$ cat config.mk
export PLATFORM = sky130hd
export DESIGN_NAME = hazard_ctrl
export DESIGN_NICKNAME = d
export VERILOG_FILES = /design/src/rtl/hazard_ctrl.sv
export SDC_FILE = /design/constraint.sdc
export NUM_CORES = 1
export LEC_CHECK = 0
export BUFFER_PORTS_ARGS = -buffer_cell sky130_fd_sc_hd__buf_2
export CAP_MARGIN = 20
export CORE_ASPECT_RATIO = 1.25
export CORE_MARGIN = 2
export CORE_UTILIZATION = 40
export CTS_CLUSTER_DIAMETER = 40
export DETAILED_ROUTE_END_ITERATION = 10
export PLACE_DENSITY = 0.69
export SLEW_MARGIN = 5
export SYNTH_ARGS = -nofsm -noshare
export SYNTH_HDL_FRONTEND = slang
export SYNTH_SLANG_ARGS = --single-unit
$ cat constraint.sdc
create_clock -name clk -period 3.2 [get_ports clk]
set_clock_uncertainty 0.2 [all_clocks]
set_input_delay 0.32 -clock clk [delete_from_list [all_inputs] [get_ports clk]]
set_output_delay 0.32 -clock clk [all_outputs]
set_load 0.02 [all_outputs]
$ cat src/rtl/hazard_ctrl.sv
// Hazard controller for the 5-stage RV32I pipeline: stall/flush strobes, registered E-stage forwarding selects, memory wait-state FSM.
// Optional saturating performance counters are enabled by defining HAZARD_PERF_CNT_EN.
module hazard_ctrl #(
  parameter int MEM_TIMEOUT = 16,
  parameter int CNT_W       = 32
) (
  input  logic             clk,
  input  logic             rst,
  input  logic [4:0]       RS1_D,
  input  logic [4:0]       RS2_D,
  input  logic [4:0]       RD_E,
  input  logic             RegWriteE,
  input  logic             ResultSrcE,
  input  logic [4:0]       RD_M,
  input  logic             RegWriteM,
  input  logic             PCSrcE,
  input  logic             mem_busy,
  output logic             StallF,
  output logic             StallD,
  output logic             StallE,
  output logic             StallM,
  output logic             FlushD,
  output logic             FlushE,
  output logic [1:0]       ForwardAE,
  output logic [1:0]       ForwardBE,
  output logic             err
`ifdef HAZARD_PERF_CNT_EN
  ,
  output logic [CNT_W-1:0] stall_cnt,
  output logic [CNT_W-1:0] flush_cnt,
  output logic [CNT_W-1:0] wait_cnt
`endif
);

  localparam int CW = $clog2(MEM_TIMEOUT + 1);

  typedef enum logic [1:0] {RUN, WAIT, ERR} state_t;

  state_t          state, state_nxt;
  logic [CW-1:0]   wait_ctr, wait_ctr_nxt;
  logic            hold_all;
  logic            load_use;
  logic [1:0]      fa_nxt, fb_nxt;

  always_ff @(posedge clk or negedge rst) begin
    if (!rst) begin
      state    <= RUN;
      wait_ctr <= '0;
    end else begin
      state    <= state_nxt;
      wait_ctr <= wait_ctr_nxt;
    end
  end

  // The counter tracks consecutive busy cycles; the RUN->WAIT cycle counts as the first.
  always_comb begin
    state_nxt    = state;
    wait_ctr_nxt = wait_ctr;
    case (state)
      RUN: begin
        if (mem_busy) begin
          state_nxt    = WAIT;
          wait_ctr_nxt = CW'(1);
        end
      end
      WAIT: begin
        if (!mem_busy) begin
          state_nxt    = RUN;
          wait_ctr_nxt = '0;
        end else if (wait_ctr == CW'(MEM_TIMEOUT - 1)) begin
          state_nxt = ERR;
        end else begin
          wait_ctr_nxt = wait_ctr + CW'(1);
        end
      end
      ERR:     state_nxt = ERR;
      default: state_nxt = RUN;
    endcase
  end

  assign hold_all = (state == ERR) || mem_busy;
  assign load_use = ResultSrcE && RegWriteE && (RD_E != 5'd0) &&
                    ((RD_E == RS1_D) || (RD_E == RS2_D));
  assign err      = (state == ERR);

  // A taken branch holds off while E is stalled, and beats a load-use bubble.
  always_comb begin
    StallF = 1'b0;
    StallD = 1'b0;
    StallE = 1'b0;
    StallM = 1'b0;
    FlushD = 1'b0;
    FlushE = 1'b0;
    if (rst) begin
      if (hold_all) begin
        StallF = 1'b1;
        StallD = 1'b1;
        StallE = 1'b1;
        StallM = 1'b1;
      end else if (PCSrcE) begin
        FlushD = 1'b1;
        FlushE = 1'b1;
      end else if (load_use) begin
        StallF = 1'b1;
        StallD = 1'b1;
        FlushE = 1'b1;
      end
    end
  end

  function automatic logic [1:0] fwd_sel(input logic [4:0] rs);
    if (RegWriteE && (RD_E != 5'd0) && (RD_E == rs))
      return 2'b10;
    else if (RegWriteM && (RD_M != 5'd0) && (RD_M == rs))
      return 2'b01;
    else
      return 2'b00;
  endfunction

  assign fa_nxt = fwd_sel(RS1_D);
  assign fb_nxt = fwd_sel(RS2_D);

  // Selects are computed while the instruction sits in D and consumed in its E cycle.
  always_ff @(posedge clk or negedge rst) begin
    if (!rst) begin
      ForwardAE <= 2'b00;
      ForwardBE <= 2'b00;
    end else if (hold_all) begin
      ForwardAE <= ForwardAE;
      ForwardBE <= ForwardBE;
    end else if (FlushE) begin
      ForwardAE <= 2'b00;
      ForwardBE <= 2'b00;
    end else begin
      ForwardAE <= fa_nxt;
      ForwardBE <= fb_nxt;
    end
  end

`ifdef HAZARD_PERF_CNT_EN
  logic inc_stall, inc_flush, inc_wait;

  assign inc_stall = !hold_all && !PCSrcE && load_use;
  assign inc_flush = !hold_all && PCSrcE;
  assign inc_wait  = hold_all && (state != ERR);

  always_ff @(posedge clk or negedge rst) begin
    if (!rst) begin
      stall_cnt <= '0;
      flush_cnt <= '0;
      wait_cnt  <= '0;
    end else begin
      if (inc_stall && (stall_cnt != '1)) stall_cnt <= stall_cnt + 1'b1;
      if (inc_flush && (flush_cnt != '1)) flush_cnt <= flush_cnt + 1'b1;
      if (inc_wait  && (wait_cnt  != '1)) wait_cnt  <= wait_cnt + 1'b1;
    end
  end
`endif

endmodule
Yosys cells after proc, flatten, opt, wreduce, memory -nomap -nowiden

Index checks and enable logic that the tools add are counted.

Add/subtract/negate cells: 1
Equal/unequal tests: 10
Muxes and demuxes: 26
Reduce and logical (&&, ||, !) cells: 17

Operator list:

| operator            | count |
|---|---|
| $eq 5x5->1          | 4 |
| $mux 5              | 3 |
| $mux 1              | 14 |
| $mux 2              | 7 |
| $pmux 5 s2          | 1 |
| $reduce_bool 5->1   | 2 |
| $logic_and 1x1->1   | 9 |
| $ne 3x3->1 const B  | 2 |
| $pmux 2 s3          | 1 |
| $add 5x1->5 const B | 1 |
| $eq 5x4->1 const B  | 1 |
| $reduce_and 3->1    | 1 |
| $eq 2x1->1 const B  | 1 |
| $eq 2x2->1 const B  | 1 |
| $logic_not 2->1     | 1 |
| $logic_or 1x1->1    | 2 |
| $ne 2x2->1 const B  | 1 |
| $reduce_and 2->1    | 1 |
| $reduce_bool 2->1   | 1 |

Register bits: 11
Output and inout port bits: 11
Logic and storage cells: 58

Depth between registers and ports, before layout

Depth in word-level cells: 8
Gate-level depth with buffers: 8
Mapped depth without buffers: 8

Least setup slack after synthesis

Ideal clock, no wire load.

Kind: input to output
From: input port RD_E[0]
To: output port StallF
Data arrival time: 1663 ps
Path slack: 1017 ps
Stages: 5
Cells stage by stage: or4_1 o21a_2 o2111a_4 a21o_2 buf_4

Longest elaborated chain between the ends: 7
Elaborated cells on any way between the ends: 10

Ends and longest elaborated chain:

| item                                                  | RTL line | RTL |
|---|---|---|
| start, declared                                       | 11       | `input logic [4:0] RD_E,` |
| $eq 5x5->1 or $reduce_bool 5->1 (tied branches)       | 83, 82   |  |
| $logic_or 1x1->1 or $logic_and 1x1->1 (tied branches) | 83, 82   |  |
| $logic_and 1x1->1 *                                   | 82       | `assign load_use = ResultSrcE && RegWriteE && (RD_E != 5'd0) &&` |
| $mux 1 * (4 in series)                                | --       |  |
| end, declared                                         | 18       | `output logic StallF,` |

Every way passes the cells marked *; elsewhere a longest branch is shown, timed or not.

Worst setup path in the final report

From: input port RD_E[3]
To: output port StallF

Longest elaborated chain between the ends: 7
Elaborated cells on any way between the ends: 10

Ends and longest elaborated chain:

| item                                                  | RTL line | RTL |
|---|---|---|
| $eq 5x5->1 or $reduce_bool 5->1 (tied branches)       | 83, 82   |  |
| $logic_or 1x1->1 or $logic_and 1x1->1 (tied branches) | 83, 82   |  |
| $logic_and 1x1->1 *                                   | 82       |  |
| $mux 1 *                                              | 103      | `end else if (load_use) begin` |
| $mux 1 *                                              | 100      | `end else if (PCSrcE) begin` |
| $mux 1 *                                              | 95       | `if (hold_all) begin` |
| $mux 1 *                                              | 94       | `if (rst) begin` |

Marked as above.

==> reports/metrics.yaml <==
status: "completed"
track_usage_pct: 18.1
grt_overflow: 0
clock_sinks: 11
core-area_um2: 2140
syn_inst: 104
clk_pin_slew_ps: 70
postCtsSetupBuffers: 0
end_kind: "output port"
layout.cells.non_filler: 165
rsz0062_at_grt: "false"
via_per_inst: 5.33
drtIter0Drc: 11
crit_required_ps: 2680
placed_area_um2: 1080
cp_num_buf_inv: 2
r2r-start: "wait_ctr[0]$_DFFE_PN0P_"
fillers: 221
dp_cells: 160
crit_slowest_cell: "nor3_1"
r2r_cells: 8
synth_cell_types: 30
routed-via-count: 880
cts_resized: 0
worstMarginPinSlew_ps: 522
syn_to_final_growth_pct: 26.3
clock_path_buffers: 2
critical_path.top_delay_family: "simple AND/OR/NAND/NOR gates"
cpPeakStageDelay_ps: 470
stdcell_area_um2: 1120
fmax_mhz: 434
hp-class: "in2reg"
holdBufCountCts: 1
die_area_um2: 2610
layout.nets: 174
powerDensity_nw_per_um2: 301
gp_congestion: 0.827
cap_viol_max_count: 0
multiInputGateArea_um2: 572
insertion_delay_ps: 270
reg2reg_to: "wait_ctr[3]$_DFFE_PN0P_"
io-pin-count: 38
fin_tns_setup_ps: 0
place_hpwl_um: 1800
worstPathCellList: "buf_2 > xnor2_1 > nand3_1 > nor3_1 > o2111a_4 > a21o_2 > buf_2"
vdd_drop_max_mv: 0.160
r2r_setup_slack_ps: 1150
h-tree-depth: 1
drtAntennaViolNets: 0
synthArstFlopShare_pct: 100
grt_pass1_vias: 832
power.leakage_nw: 0.560
synth-main-ff-cell: "dfrtp_1"
grt_max_degree: 17
synth_nets: 133
antenna_cells: 0
drc_errors: 0
cp-start-kind: "primary input"
netlist_area_um2: 885
final_layout_size_suffix_gt1_share_pct: 31.3
ctsRootBufferMaster: "clkbuf_4"
rows: 19
io_buffers: 37
post-route-min-period_ps: 2310
drtPass1Iterations: 4
min_from: "mem_busy"
wl_per_cell_um: 12.9
ys_ff_latch: 11
hold-path-endpoint: "state[0]$_DFFE_PN0P_"
postSynthAreaPerCell_um2: 8.51
dieHeight_um: 56.6
slew-limit-headroom_pct: 64.9
synth_edf_count: 0
drv_slew: 0
cts_tree: "built"
ys_warn_count: 0
period_share_pct: 72.1
hold_depth: 3
seqCellArea_um2: 275
cts-buffers-inserted: 3
antenna_found_initial: 0
cp.arrival_ps: 1790
seq_area_frac_synth_pct: 31.1
hold_violations: 0
crit_path_frequent_cell: "buf_2"
setup_viol: 0
cp_max_fo: 5
grt_pass1_wl_um: 3440
die_w_um: 46.1
routed_wirelength_um: 2120
initial_utilization_pct: 41.3
crit_type: "in2out"
==> power by group <==
part / total [mW] / leakage (nW) / internal (mW) / switching (mW)
Clock: 0.0965 / 0.0150 / 0.0482 / 0.0482
Combinational: 0.0907 / 0.397 / 0.0412 / 0.0495
Sequential: 0.149 / 0.148 / 0.144 / 0.00499
Total: 0.336 / 0.560 / 0.233 / 0.103
==> worst register-to-register path, cell delays in order (launching register included) <==
cell,delay (ps)
dfrtp_1,430
ha_1,240
and3_1,170
ha_1,250
inv_1,160
nand4_1,140
nor3_1,150
a21oi_1,50
o21ai_0,170
==> worst max path at each step <==
stage,depth (start not counted),to,slack [ps],from
after CTS,5,StallF,870,rst
after floorplan,5,StallF,1020,RD_E[0]
after global routing,7,StallF,770,RD_E[3]
final,7,StallF,890,RD_E[3]
after detailed placement,7,StallF,910,RD_E[3]
after global placement,6,StallF,930,RD_E[0]
==> cell usage after synthesis, types with 2 or more instances <==
cell / count / share of area [%]
nor3_1: 5 / 2.8
ha_1: 2 / 2.8
o31ai_1: 2 / 1.7
o21ai_0: 7 / 4.0
nand3_1: 6 / 3.4
xor2_1: 9 / 8.9
a21oi_1: 6 / 3.4
dfrtp_1: 11 / 31
xnor2_1: 11 / 11
or4_1: 3 / 2.5
nand2_1: 12 / 5.1
nand2b_1: 3 / 2.1
inv_1: 6 / 2.5
a22oi_1: 2 / 1.7
nor2_1: 3 / 1.3
buf_4: 2 / 1.7
==> cells by family (layout without fill, tap and decap cells) <==
logic type / after synthesis / after routing / share of synthesized area, %
simple gates: 36 / 36 / 20.2
compound gates: 27 / 27 / 21.8
xor+xnor: 20 / 20 / 19.8
flops: 11 / 11 / 31.1
buf+inv: 8 / 48 / 4.24
fa+ha+maj: 2 / 2 / 2.83
==> state kept, by name, indices dropped and copies added (netlist names) <==
signal and count:
ForwardBE 2, wait_ctr 5, state 2, ForwardAE 2
==> metrics by stage <==
step	power, mW	util (%)	hold WS (ps)	setup slack, ps
after global placement	0.240	50.5	41.4	931
after floorplan	0.201	-	-176	1020
final	0.336	52.2	152	894
after CTS	0.341	52.2	145	874
after global routing	0.358	52.2	167	772
after detailed placement	0.242	50.5	42.6	905
==> metal layers <==
layer	GRT usage, %	wire, um	vias up
li1	-	-	447
met5	0	0	-
met1	20.4	803	393
met3	1.61	138	4
met2	32.1	1140	36
met4	8.57	38	0
==> placed cells by master (no fill, tap or decap), types with 3 or more instances in the layout <==
master,n
nand2b_1,3
o21ai_0,7
dfrtp_1,11
or4_1,3
nor2_1,3
clkbuf_4,3
nand3_1,6
xnor2_1,11
nand2_1,12
a21oi_1,6
nor3_1,5
buf_2,37
inv_1,6
xor2_1,9
==> area by class of cell <==
cell class	count	share of cell area [%]
well taps	21	2.35
multi-input cells	85	51.2
flip-flops and latches	11	24.6
inverters	6	2.02
repair buffers	38	17.5
clock buffers	4	2.35
No activity file was read; power rests on OpenSTA's default activity.
